--- config.mk ---
export PLATFORM = sky130hd
export DESIGN_NAME = alu
export DESIGN_NICKNAME = d
export VERILOG_FILES = /design/src/rtl/alu.sv
export SDC_FILE = /design/constraint.sdc
export NUM_CORES = 1
export LEC_CHECK = 0
export ABC_AREA = 0
export CORE_MARGIN = 5
export CORE_UTILIZATION = 43
export DETAILED_ROUTE_END_ITERATION = 6
export MAX_ROUTING_LAYER = met4
export PLACE_DENSITY_LB_ADDON = 0.25
export SYNTH_ARGS = -nofsm -noshare
export SYNTH_HDL_FRONTEND = slang
export SYNTH_SLANG_ARGS = --single-unit
--- constraint.sdc ---
create_clock -name CLK -period 9.65 [get_ports CLK]
set_input_delay 1.93 -clock CLK [delete_from_list [all_inputs] [get_ports CLK]]
set_output_delay 1.93 -clock CLK [all_outputs]
set_load 0.02 [all_outputs]
--- src/rtl/alu.sv ---
// 32-bit RV32I integer ALU: combinational result from (op, lhs, rhs),
// forced to zero while the registered synchronous reset flag is set.
module alu (
  input  logic        CLK,
  input  logic        RST_X,
  input  logic [31:0] lhs,
  input  logic [31:0] rhs,
  input  logic [4:0]  op,
  output logic [31:0] res
);

  localparam logic [4:0] OP_NOP  = 5'd0;
  localparam logic [4:0] OP_ADD  = 5'd1;
  localparam logic [4:0] OP_SUB  = 5'd2;
  localparam logic [4:0] OP_SLL  = 5'd3;
  localparam logic [4:0] OP_SLT  = 5'd4;
  localparam logic [4:0] OP_SLTU = 5'd5;
  localparam logic [4:0] OP_XOR  = 5'd6;
  localparam logic [4:0] OP_SRL  = 5'd7;
  localparam logic [4:0] OP_SRA  = 5'd8;
  localparam logic [4:0] OP_OR   = 5'd9;
  localparam logic [4:0] OP_AND  = 5'd10;
  localparam logic [4:0] OP_EQ   = 5'd11;
  localparam logic [4:0] OP_NEQ  = 5'd12;
  localparam logic [4:0] OP_LT   = 5'd13;
  localparam logic [4:0] OP_GE   = 5'd14;
  localparam logic [4:0] OP_LTU  = 5'd15;
  localparam logic [4:0] OP_GEU  = 5'd16;

  logic        rst_q;
  logic [4:0]  shamt;
  logic        lt_s;
  logic        lt_u;
  logic        eq;
  logic [31:0] calc;

  always_ff @(posedge CLK) begin
    rst_q <= RST_X;
  end

  // Shared comparators feed both the set-less-than and branch ops.
  assign shamt = rhs[4:0];
  assign lt_s  = $signed(lhs) < $signed(rhs);
  assign lt_u  = lhs < rhs;
  assign eq    = lhs == rhs;

  always_comb begin
    calc = 32'h0;
    case (op)
      OP_NOP:  calc = 32'h0;
      OP_ADD:  calc = lhs + rhs;
      OP_SUB:  calc = lhs - rhs;
      OP_SLL:  calc = lhs << shamt;
      OP_SLT:  calc = {31'b0, lt_s};
      OP_SLTU: calc = {31'b0, lt_u};
      OP_XOR:  calc = lhs ^ rhs;
      OP_SRL:  calc = lhs >> shamt;
      OP_SRA:  calc = $unsigned($signed(lhs) >>> shamt);
      OP_OR:   calc = lhs | rhs;
      OP_AND:  calc = lhs & rhs;
      OP_EQ:   calc = {31'b0, eq};
      OP_NEQ:  calc = {31'b0, !eq};
      OP_LT:   calc = {31'b0, lt_s};
      OP_GE:   calc = {31'b0, !lt_s};
      OP_LTU:  calc = {31'b0, lt_u};
      OP_GEU:  calc = {31'b0, !lt_u};
      default: calc = 32'h0;
    endcase
  end

  assign res = rst_q ? 32'h0 : calc;

endmodule

==> metrics.md, run 1 <==
| Metric | Value |
|---|---|
| Status | `complete, no violations` |
| Hold Startpoint | `RST_X` |
| Area leader, netlist | `ha_1` |
| Min cycle time layout | `8399 ps` |
| Total track usage | `0.3585` |
| Compound-Gate Fraction of Synth Area | `0.3439` |
| Pins Over Slew Limit | `0` |
| Hold_buf cts | `0` |
| Register area share after synthesis | `0.002121` |
| Synth Area in Adders | `0.1553` |
| Area share of the leading cell type in the synthesized netlist | `0.1511` |
| Critical path launch point type | `input port` |
| Setup TNS | `0 ps` |
| FF+latch count, synth | `1` |
| Post-synth ARST share | `0` |
| DRC | `0` |
| Fin nets | `1571` |
| ANT nets after route | `0` |
| Starting DRT DRC Count | `1645` |
| Cell variety after synth | `92` |
| 1st-pass router iterations | `6` |
| Initial core utilization | `0.4353` |
| Maximum clock frequency | `0.1191 GHz` |
| WS Path Type | `in -> out` |
| Vias per cell | `6.913` |
| Syn avg cell area | `6.916 sq um` |
| Most common cell after layout, fill and taps aside | `nor2_1` |
| Routed len/inst | `27.25 microns` |
| Mapped Area | `9440 sq um` |
| Max-cap viol count | `0` |
| Final GP Congestion | `1.059` |
| Highest Signal Layer | `met4` |
| CP max stage delay | `740 ps` |
| Wl on met1 | `19.59 mm` |
| Registers with the most flip-flops | `rst_q (1)` |
| Simple-Gate Fraction of Synth Area | `0.2159` |
| Worst path most repeated cell | `clkdlybuf4s50_1` |
| Yosys warnings | `0` |
| Number of flip-flops in the largest register | `1` |
| CP Data Arrival Time | `6470 ps` |
| Hold WC Path Type | `in -> reg` |
| Die area | `25020 sq um` |
| IO Count | `103` |
| Post-CTS sizing | `0` |
| Mux cell area share after synthesis | `0.1828` |
| Synth Instances | `1365` |
| Final worst path period share | `0.8704` |
| CP Max Fanout | `16` |
| Layout cells sized above 1 | `0.08538` |
| Buf+Inv Stages, Crit Path | `3` |
| Vias in the first global route | `10450` |
| Post-detail-place hpwl | `35.12 mm` |
| First-pass GRT wire length | `66.89 mm` |
| Routed vias | `11500` |
| Cell family with most CP delay | `simple AND/OR/NAND/NOR gates` |
| Largest Register | `rst_q` |
| Largest net degree at the start of global routing | `76` |
| EDFF count, synth | `0` |
| Routed Wire Length | `45.35 mm` |
| Worst setup EP type | `output port` |
| Max stage delay cell, worst path | `clkdlybuf4s50_1` |
| Grt total ovfl | `0` |
| Post-CTS Repair Setup Buffers | `0` |
| Die Ht | `158.2 microns` |
| Initial antenna violation count | `2` |
| Worst Hold Endpoint | `rst_q$_DFF_P_` |
| Top_reg_cell synth | `dfxtp_1` |
| IO Port Bufs | `102` |
| Worst path required time | `7720 ps` |
| Clk slew on worst S/H paths | `0 ps` |
| Synth top area cells | `ha_1, mux4_2, a21oi_1` |
| Synth-to-Final Area Change | `11.19%` |
| Worst Hold Slack | `2382 ps` |
| Setup WS pre-CTS | `1279 ps` |
| Main combinational cell family by area after synthesis | `compound AO/OA/AOI/OAI gates` |
| Post-Synth XOR/XNOR Area | `0.008350` |
| Metal3 WL | `5.349 mm` |
| Final Hold Fails | `0` |
| Most frequent cells in the layout | `nor2_1, a21oi_1, ha_1` |
| Relative slew slack | `0.2233` |
| RSZ-0062 raised after global routing | `false` |
| Row count | `54` |
| Worst slew pin tran | `1164 ps` |
| WL met2 | `19.17 mm` |
| WHS Path Cells | `1` |
| Core ar. | `21690 sq um` |
| Critical-path cell list | `clkdlybuf4s50_1 > inv_1 > ha_1 > or3_1 > nor4_1 > nand3_1 > nor3_1 > o21ai_0 > o41a_1 > a311o_1 > clkdlybuf4s50_1` |
| Syn Nets | `1552` |
| Die Span X | `158.2 microns` |
| Setup-failing EPs final | `0` |
| Worst setup margin | `1251 ps` |
metrics by stage:
| step | instances | utilization | area [sq um] |
|---|---|---|---|
| finish | 1664 | 0.4840 | 10500 |
| global placement | 1662 | 0.4837 | 10490 |
| floorplan | 1365 | - | 9440 |
| CTS | 1662 | 0.4837 | 10490 |
| detailed placement | 1662 | 0.4837 | 10490 |
| global route | 1664 | 0.4840 | 10500 |
logic make-up after synthesis:
group / Yosys count
compound gates: 479
simple gates: 437
buf+inv: 209
fa+ha+maj: 116
mux: 114
xor+xnor: 9
flops: 1
final cells by class:
cell class                 instances  area [sq um]
multi-input combinational       1155          8562
sequential                         1         20.02
antenna                            2         5.005
tap                              280         350.3
fill                            2267         11190
timing repair buffer             126          1184
inverter                         100         375.4
synthesized netlist by cell type, types with 5 or more instances:
cell and instances:
a31oi_1 28, o2111ai_1 5, o211ai_1 22, o211a_1 5, o221ai_1 11, xnor2_1 9
o21ai_1 5, inv_1 98, a211o_1 6, nor3_1 29, buf_4 9, nor2_1 163
a21o_1 22, ha_1 114, o21a_1 7, a2111oi_0 5, mux2i_1 48, nor4_1 13
a211oi_1 25, mux2_2 15, buf_2 25, o31a_1 5, o21ai_0 84, o31ai_1 6
a221o_1 9, buf_1 11, and2_1 13, a21oi_1 128, nand3_1 29, nand2b_1 8
clkbuf_1 62, mux4_2 43, nand4_1 11, o21bai_1 11, nor2b_1 11, nand2_1 111
o22ai_1 17, a221oi_1 23, and3_1 11, or3_1 7
routing by layer:
metal	GRT usage	up-vias
met4	0.08530	0
met3	0.06452	87
met2	0.5098	690
met5	-	-
met1	0.5240	5585
li1	-	5142
how the worst max path moves through the flow:
stage                     startpoint  endpoint  slack, ps  cells after the start
after floorplan               rhs[2]   res[27]       2450                     14
after global placement       lhs[25]    res[0]       1210                     11
after global routing         lhs[25]    res[0]       1020                     11
after CTS                    lhs[25]    res[0]       1290                     11
final                        lhs[25]    res[0]       1250                     11
after detailed placement     lhs[25]    res[0]       1280                     11
==> run 2: changes to the inputs <==
--- a/config.mk
+++ b/config.mk
@@ -7,7 +7,7 @@
 export LEC_CHECK = 0
 export ABC_AREA = 0
 export CORE_MARGIN = 5
-export CORE_UTILIZATION = 43
+export CORE_UTILIZATION = 30
 export DETAILED_ROUTE_END_ITERATION = 6
 export MAX_ROUTING_LAYER = met4
 export PLACE_DENSITY_LB_ADDON = 0.25
==> metrics.md, run 2 (same netlist as run 1, synthesis figures left out) <==
| Metric | Value |
|---|---|
| 1st-pass router iterations | `7 (+1)` |
| VDD IR-drop max | `0.02591 mV` |
| Routed vias | `11460 (-0.40%)` |
| Worst slew pin tran | `1246 ps (+81.91 ps)` |
| Most common cell after layout, fill and taps aside | `nor2_1` |
| IO Port Bufs | `102 (unchanged)` |
| Worst setup EP type | `output port` |
| CP Max Fanout | `12 (-4)` |
| First-pass GRT wire length | `69.57 mm (+4.0%)` |
| Largest Register | `rst_q` |
| Clk slew on worst S/H paths | `0 ps (unchanged)` |
| Total track usage | `0.2586 (-0.09995)` |
| Setup-failing EPs final | `0 (unchanged)` |
| Critical path launch point type | `input port` |
| Setup TNS | `0 ps (unchanged)` |
| Fin nets | `1578 (+0.45%)` |
| CP Data Arrival Time | `6580 ps (+110 ps)` |
| ANT nets after route | `0 (unchanged)` |
| Grt total ovfl | `0 (unchanged)` |
| Pins Over Slew Limit | `0 (unchanged)` |
| Synth-to-Final Area Change | `13.31%` |
| Post-detail-place hpwl | `36.66 mm (+4.4%)` |
| Status | `finished, violations left` |
| Most frequent cells in the layout | `nor2_1, a21oi_1, ha_1` |
| Post-CTS Repair Setup Buffers | `0 (unchanged)` |
| Fin util | `0.3416 (-0.1423)` |
| Initial core utilization | `0.3015 (-0.1338)` |
| Registers with the most flip-flops | `rst_q (1)` |
| WHS Path Cells | `1 (unchanged)` |
| Row count | `65 (+20%)` |
| Initial antenna violation count | `0 (-2)` |
| Routed Wire Length | `47.14 mm (+4.0%)` |
| DRC | `6 (+6)` |
| RSZ-0062 raised after global routing | `false` |
| Starting DRT DRC Count | `1476 (-10%)` |
| Routed len/inst | `26.32 microns (-3.4%)` |
| Core ar. | `31310 sq um (+44%)` |
| Failing checks | `design-rule violations` |
| IO Count | `103 (unchanged)` |
| Final GP Congestion | `1.003 (-5.2%)` |
| Worst path required time | `7720 ps (about the same)` |
| Post-CTS sizing | `0 (unchanged)` |
| PwrDens | `55.01 nW/um^2` |
| WS Path Type | `in -> out` |
| CP Launch Point | `lhs[4]` |
| Die Ht | `187.4 microns (+18%)` |
| Hold Startpoint | `RST_X` |
| Min cycle time layout | `8512 ps (+112.4 ps)` |
| Die area | `35120 sq um (+40%)` |
| Vias per cell | `6.398 (-7.5%)` |
| Die Span X | `187.4 microns (+18%)` |
| ANT cells | `0 (-2)` |
| Vias in the first global route | `10670 (+2.0%)` |
| Final worst path period share | `0.8821 (+0.01165)` |
| Largest net degree at the start of global routing | `76 (unchanged)` |
| Leakage | `4.299 nW` |
| Hold_buf cts | `0 (unchanged)` |
| Final Hold Fails | `0 (unchanged)` |
| Maximum clock frequency | `0.1175 GHz (-1.3%)` |
| Hold WC Path Type | `in -> reg` |
| Relative slew slack | `0.1695 (-0.05377)` |
| Number of flip-flops in the largest register | `1 (unchanged)` |
| Max-cap viol count | `0 (unchanged)` |
| Layout cells sized above 1 | `0.08999 (+0.004609)` |
==> run 2: cell types whose count changed in the layout (fill, tap and decap cells not counted) <==
cell	delta
buf_4	+7
diode_2	-2
==> run 2: final timing paths <==
path                         to  slack (ps)
hold / removal    rst_q$_DFF_P_        2380
setup / recovery        res[31]        1140
==> run 2: routing by layer <==
layer,GRT usage,vias to the layer above,share of wire
met5,-,-,0
met4,0.04630,0,0.023
met3,0.04013,70,0.097
met2,0.3899,640,0.44
met1,0.3703,5595,0.44
li1,-,5153,-
==> run 2: final cells by class <==
class	count	area [sq um]
Sequential cell	1	20.02
Multi-Input combinational cell	1155	8562
Inverter	100	375.4
Fill cell	3338	20610
Timing Repair Buffer	133	1236
Tap cell	402	503.0
==> run 2: per-stage QoR <==
stage	worst slack [ps]	hold slack, ps	instances	power, mW	area, sq um
2_1_floorplan	2448	1958	1365	0.3704	9440
3_3_place_gp	1165	2380	1791	0.5716	10700
3_5_place_dp	1166	2385	1791	0.5682	10700
4_1_cts	1175	2390	1791	0.5722	10700
5_1_grt	958.0	2391	1791	0.6258	10700
6_report	1138	2384	1791	0.5884	10700
==> run 2: critical path: stages <==
cell and delay [ps]:
clkdlybuf4s50_1 690, inv_1 130, ha_1 510, or2b_1 270
a211oi_1 510, a2111oi_0 180, nor3_2 630, a21oi_2 270
a311oi_1 490, and2_1 190, o211a_1 170, clkdlybuf4s50_1 610
==> run 2: power by group <==
part           switching, mW  internal [mW]
registers          0.0000502        0.00444
clock network              0              0
logic                  0.371          0.213
Note: power is estimated with default switching activity, not from simulation.
